**src/rtl/store_unit_ctrl.sv**
```systemverilog
// store_unit_ctrl: sequences one RV32I SB/SH/SW store through RF read, address/lane formation and a req/ack memory write.
// Ports: i_clk/i_rst_n (async active-low); i_inst_valid/o_inst_ready/i_instruction_word issue handshake;
// o_rf_raddr1/2 + i_rf_rdata1/2 synchronous RF read; o_mem_req/o_mem_addr/o_mem_wdata/o_mem_be/i_mem_ack write beat;
// o_done/o_err/o_err_code completion report (00 ok, 01 illegal, 10 misaligned, 11 timeout).
module store_unit_ctrl #(
  parameter int XLEN    = 32,
  parameter int TIMEOUT = 64,
  parameter int TO_W    = 7
) (
  input  logic            i_clk,
  input  logic            i_rst_n,
  input  logic            i_inst_valid,
  output logic            o_inst_ready,
  input  logic [31:0]     i_instruction_word,
  output logic [4:0]      o_rf_raddr1,
  output logic [4:0]      o_rf_raddr2,
  input  logic [XLEN-1:0] i_rf_rdata1,
  input  logic [XLEN-1:0] i_rf_rdata2,
  output logic            o_mem_req,
  output logic [XLEN-1:0] o_mem_addr,
  output logic [XLEN-1:0] o_mem_wdata,
  output logic [3:0]      o_mem_be,
  input  logic            i_mem_ack,
  output logic            o_done,
  output logic            o_err,
  output logic [1:0]      o_err_code
);
  typedef enum logic [2:0] {S_IDLE, S_RD, S_EXE, S_REQ, S_RSP} state_t;
  state_t r_state, w_next;
  logic [31:0] r_inst;
  logic [XLEN-1:0] r_addr, r_wdata, w_imm, w_ea, w_wdata;
  logic [3:0] r_be, w_be;
  logic [TO_W-1:0] r_cnt;
  logic [1:0] r_code, w_code, w_off;
  logic [2:0] w_f3;
  logic w_illegal, w_misal, w_timeout;
  // Read addresses come straight from the captured instruction so they are valid during RD,
  // letting the synchronous RF return data in EXE.
  assign o_rf_raddr1  = r_inst[19:15];
  assign o_rf_raddr2  = r_inst[24:20];
  assign w_imm        = {{20{r_inst[31]}}, r_inst[31:25], r_inst[11:7]};
  assign w_ea         = i_rf_rdata1 + w_imm;
  assign w_off        = w_ea[1:0];
  assign w_f3         = r_inst[14:12];
  assign w_illegal    = r_inst[6:0] != 7'b0100011 || w_f3[2] || w_f3[1:0] == 2'b11;
  assign w_misal      = (w_f3 == 3'b001 && w_off[0]) || (w_f3 == 3'b010 && w_off != 2'b00);
  assign w_be         = w_f3 == 3'b000 ? 4'b0001 << w_off : w_f3 == 3'b001 ? 4'b0011 << w_off : 4'b1111;
  assign w_wdata      = w_f3 == 3'b000 ? {24'b0, i_rf_rdata2[7:0]} << {w_off, 3'b000} :
                        w_f3 == 3'b001 ? {16'b0, i_rf_rdata2[15:0]} << {w_off, 3'b000} : i_rf_rdata2;
  // Last REQ cycle the ack may still arrive in before the request is abandoned.
  assign w_timeout    = r_cnt == TO_W'(TIMEOUT - 1);
  assign o_inst_ready = r_state == S_IDLE;
  assign o_mem_req    = r_state == S_REQ;
  assign o_mem_addr   = r_addr;
  assign o_mem_wdata  = r_wdata;
  assign o_mem_be     = r_be;
  assign o_done       = r_state == S_RSP;
  assign o_err_code   = o_done ? r_code : 2'b00;
  assign o_err        = o_err_code != 2'b00;
  always_comb begin
    w_next = r_state;
    w_code = r_code;
    case (r_state)
      S_IDLE: w_next = i_inst_valid ? S_RD : S_IDLE;
      S_RD:   w_next = S_EXE;
      S_EXE: begin
        w_next = (w_illegal || w_misal) ? S_RSP : S_REQ;
        w_code = w_illegal ? 2'b01 : w_misal ? 2'b10 : 2'b00;
      end
      S_REQ: begin
        w_next = (i_mem_ack || w_timeout) ? S_RSP : S_REQ;
        w_code = i_mem_ack ? 2'b00 : 2'b11;
      end
      default: w_next = S_IDLE;
    endcase
  end
  always_ff @(posedge i_clk or negedge i_rst_n) begin
    if (!i_rst_n) r_state <= S_IDLE;
    else          r_state <= w_next;
  end
  always_ff @(posedge i_clk or negedge i_rst_n) begin
    if (!i_rst_n) begin
      r_inst  <= '0;
      r_addr  <= '0;
      r_wdata <= '0;
      r_be    <= '0;
      r_cnt   <= '0;
      r_code  <= '0;
    end else begin
      r_code <= w_code;
      if (r_state == S_IDLE && i_inst_valid) r_inst <= i_instruction_word;
      if (r_state == S_EXE && !w_illegal && !w_misal) begin
        r_addr  <= {w_ea[XLEN-1:2], 2'b00};
        r_wdata <= w_wdata;
        r_be    <= w_be;
        r_cnt   <= '0;
      end
      if (r_state == S_REQ && !i_mem_ack) r_cnt <= r_cnt + TO_W'(1);
    end
  end
endmodule

```
**config.mk**
```make
export PLATFORM = sky130hd
export DESIGN_NAME = store_unit_ctrl
export DESIGN_NICKNAME = d
export VERILOG_FILES = /design/src/rtl/store_unit_ctrl.sv
export SDC_FILE = /design/constraint.sdc
export NUM_CORES = 1
export LEC_CHECK = 0
export BUFFER_PORTS_ARGS = -buffer_cell sky130_fd_sc_hd__buf_2
export CAP_MARGIN = 25
export CORE_MARGIN = 5
export CORE_UTILIZATION = 35
export DETAILED_ROUTE_END_ITERATION = 8
export GPL_ROUTABILITY_DRIVEN = 0
export PLACE_DENSITY = 0.54
export RECOVER_POWER = 50
export SYNTH_ARGS = -nofsm -noshare
export SYNTH_HDL_FRONTEND = slang
export SYNTH_SLANG_ARGS = --single-unit
```
**constraint.sdc**
```tcl
create_clock -name i_clk -period 5.35 [get_ports i_clk]
set_clock_uncertainty 0.1 [all_clocks]
set_input_delay 0.8025 -clock i_clk [delete_from_list [all_inputs] [get_ports i_clk]]
set_output_delay 0.8025 -clock i_clk [all_outputs]
set_load 0.02 [all_outputs]
```
==> impl_metrics.ini <==
[floorplanning]
core-area_um2 = 18600
initial_utilization = 0.352
die_area_um2 = 21500
io-pin-count = 184
rows = 50
die_h_um = 147
die_w_um = 147

[global_route]
antenna_found_initial = 0
grt-ovfl-total = 0
grt_first_pass_wirelength_mm = 31.2
grt_pass1_vias = 5883
grt_use_total = 0.179
grt_max_degree = 68

[critical_path]
criticalPathCategory = in -> reg
path_max_fanout = 18
critPathMaxStageDelay_ps = 790
worstPathArrival_ps = 4060
end_kind = flip-flop
cp_top_family = adder cells
crit_chain = buf_2, ha_1, fa_1, inv_1, ha_1, or3b_1, a21oi_1, nor2b_1, and2_1, nor2_1, o21ai_0, o31ai_1
cp_data_required_time_ps = 5510
path_common_cell = ha_1
critPathBufInv = 2
slowest_stage = fa_1
critPathLaunchType = input pin

[sta]
rsz0062_at_grt = no
fin_crit_ps = 3900
setup_tns_ps = 0
report.final.hold_viol_count = 0
fin_crit_sh = 0.729
slew_headroom = -1.40
tightest_slew_ps = 3590
fmax_mhz = 256
setup_violations = 0
drv_slew = 102

[cts]
clockBufferDepth = 2
clock_latency_ps = 350
post_cts_buffers = 0
cts.repair.resized = 0
hold_buffers = 0
path_clk_slew_ps = 70
cts_root_buf = clkbuf_16
numCtsBuffers = 9
cts_tree = done
cts.sinks = 110
htree_levels = 3

[logic_synthesis]
netlist_area_um2 = 6550
ys_ff_latch = 110
async_flop_share = 1.00
synth.area.top_cells = dfrtp_1 42%, ha_1 6.9%, o21ai_0 6.0%
synth_area_leader_cell = dfrtp_1
yosysTopAreaCellShare = 0.420
synth_enable_flop_cells = 0
ys_types = 58
seq_area_frac_synth = 0.420
yosysMostFrequentCell = dfrtp_1
synthCells = 712
ys.flop_type = dfrtp_1
syn_avg_cell_area_um2 = 9.20
synth_commonest_cells = 110 x dfrtp_1, 101 x nand2_1, 79 x o21ai_0, 51 x a21oi_1, 44 x nor2_1
ys_warn_count = 0

[routing]
vias_per_cell = 5.31
wire_per_inst_um = 17.6
ant_nets = 0
num_vias = 5874
drc_errors = 0
routed_wl_mm = 19.5
drtPass1Iterations = 7
first_iter_violations = 323

[pwr]
p_leak_uw = 0.00356
pwr_density_cell_nw_per_um2 = 521
ir_drop_v = 0.000230

[final_layout]
area_growth_pct = 18.6
final_nets = 1005
fin_area_um2 = 7760
n_antenna_cell = 0
postLayoutCoreUtil = 0.418
layout-drive-gt1-share = 0.189

[run_status]
status = finished with violations
violations = capacitance limit, slew limit

[placed_design]
portBuffers = 181
hpwl_mm = 14.8
placed_area_um2 = 7590

[job]
maxCapViolations = 2

[hold_path]
hold_class = reg -> reg
path summary, 6_finish.rpt:
| kind | startpoint | end | slack (ps) | cells past startpoint |
|---|---|---|---|---|
| setup reg to reg | r_inst[7]$_DFFE_PN0P_ | r_cnt[6]$_DFFE_PN0P_ | 1630 | 11 |
| max in group asynchronous | i_rst_n | r_inst[27]$_DFFE_PN0P_ | 1530 | 2 |
| min in group asynchronous | i_rst_n | r_inst[15]$_DFFE_PN0P_ | 1570 | 1 |
| setup / recovery | i_rf_rdata1[0] | r_cnt[6]$_DFFE_PN0P_ | 1450 | 12 |
| hold reg to reg | r_code[0]$_DFFE_PN0P_ | r_code[0]$_DFFE_PN0P_ | 370 | 1 |
| hold / removal | r_code[0]$_DFFE_PN0P_ | r_code[0]$_DFFE_PN0P_ | 370 | 1 |
where the power goes:
group          switching (µW)  leakage [µW]  internal, µW
sequential                167       0.00140          1040
clock                     317      0.000145           361
combinational            1310       0.00202           852
registers in the layout, indices dropped and copies added (netlist names):
name	count
o_mem_wdata	32
o_mem_addr	30
r_inst	32
r_code	2
o_mem_be	4
r_cnt	7
r_state	3
layout by cell type (no fill, tap or decap), types with 20 or more instances in the layout:
cell,n
clkbuf_1,78
nand3_1,20
ha_1,36
a21oi_1,51
nor2_1,44
dfrtp_1,110
buf_2,104
o21ai_0,79
mux2_2,32
nand2_1,100
area by class of cell:
cell class	count	area (µm²)
Fill cell	1943	10800
Multi-Input combinational cell	546	3520
Sequential cell	110	2750
Timing Repair Buffer	189	866
Tap cell	234	293
Clock buffer	9	225
Clock inverter	6	62.6
Inverter	12	45.0
metal layers:
metal | track usage | up-vias | wire [µm]
li1 | - | 2873 | -
met1 | 0.243 | 2786 | 8920
met2 | 0.279 | 198 | 8810
met3 | 0.0497 | 17 | 1460
met4 | 0.0499 | 0 | 283
met5 | 0 | - | 0
stage by stage:
step	hold slack (ps)	setup slack [ps]	cells	total power [µW]
after floorplan	341	1660	713	2860
after global placement	357	1150	1090	3400
after detailed placement	361	1070	1090	3400
after CTS	378	1440	1105	4110
after global routing	394	719	1106	4400
final	370	1450	1106	4050
cells by family after synthesis:
kind of cell	after synthesis	share of synthesized area
AOI/OAI and AO/OA	225	0.217
and+or+nand+nor	225	0.160
DFF	110	0.420
buffers and inverters	57	0.0407
adders and majority gates	37	0.0718
muxes	34	0.0581
xor gates and xnor gates	23	0.0308
other	1	0.000573
Power figures use the tool's default switching activity.
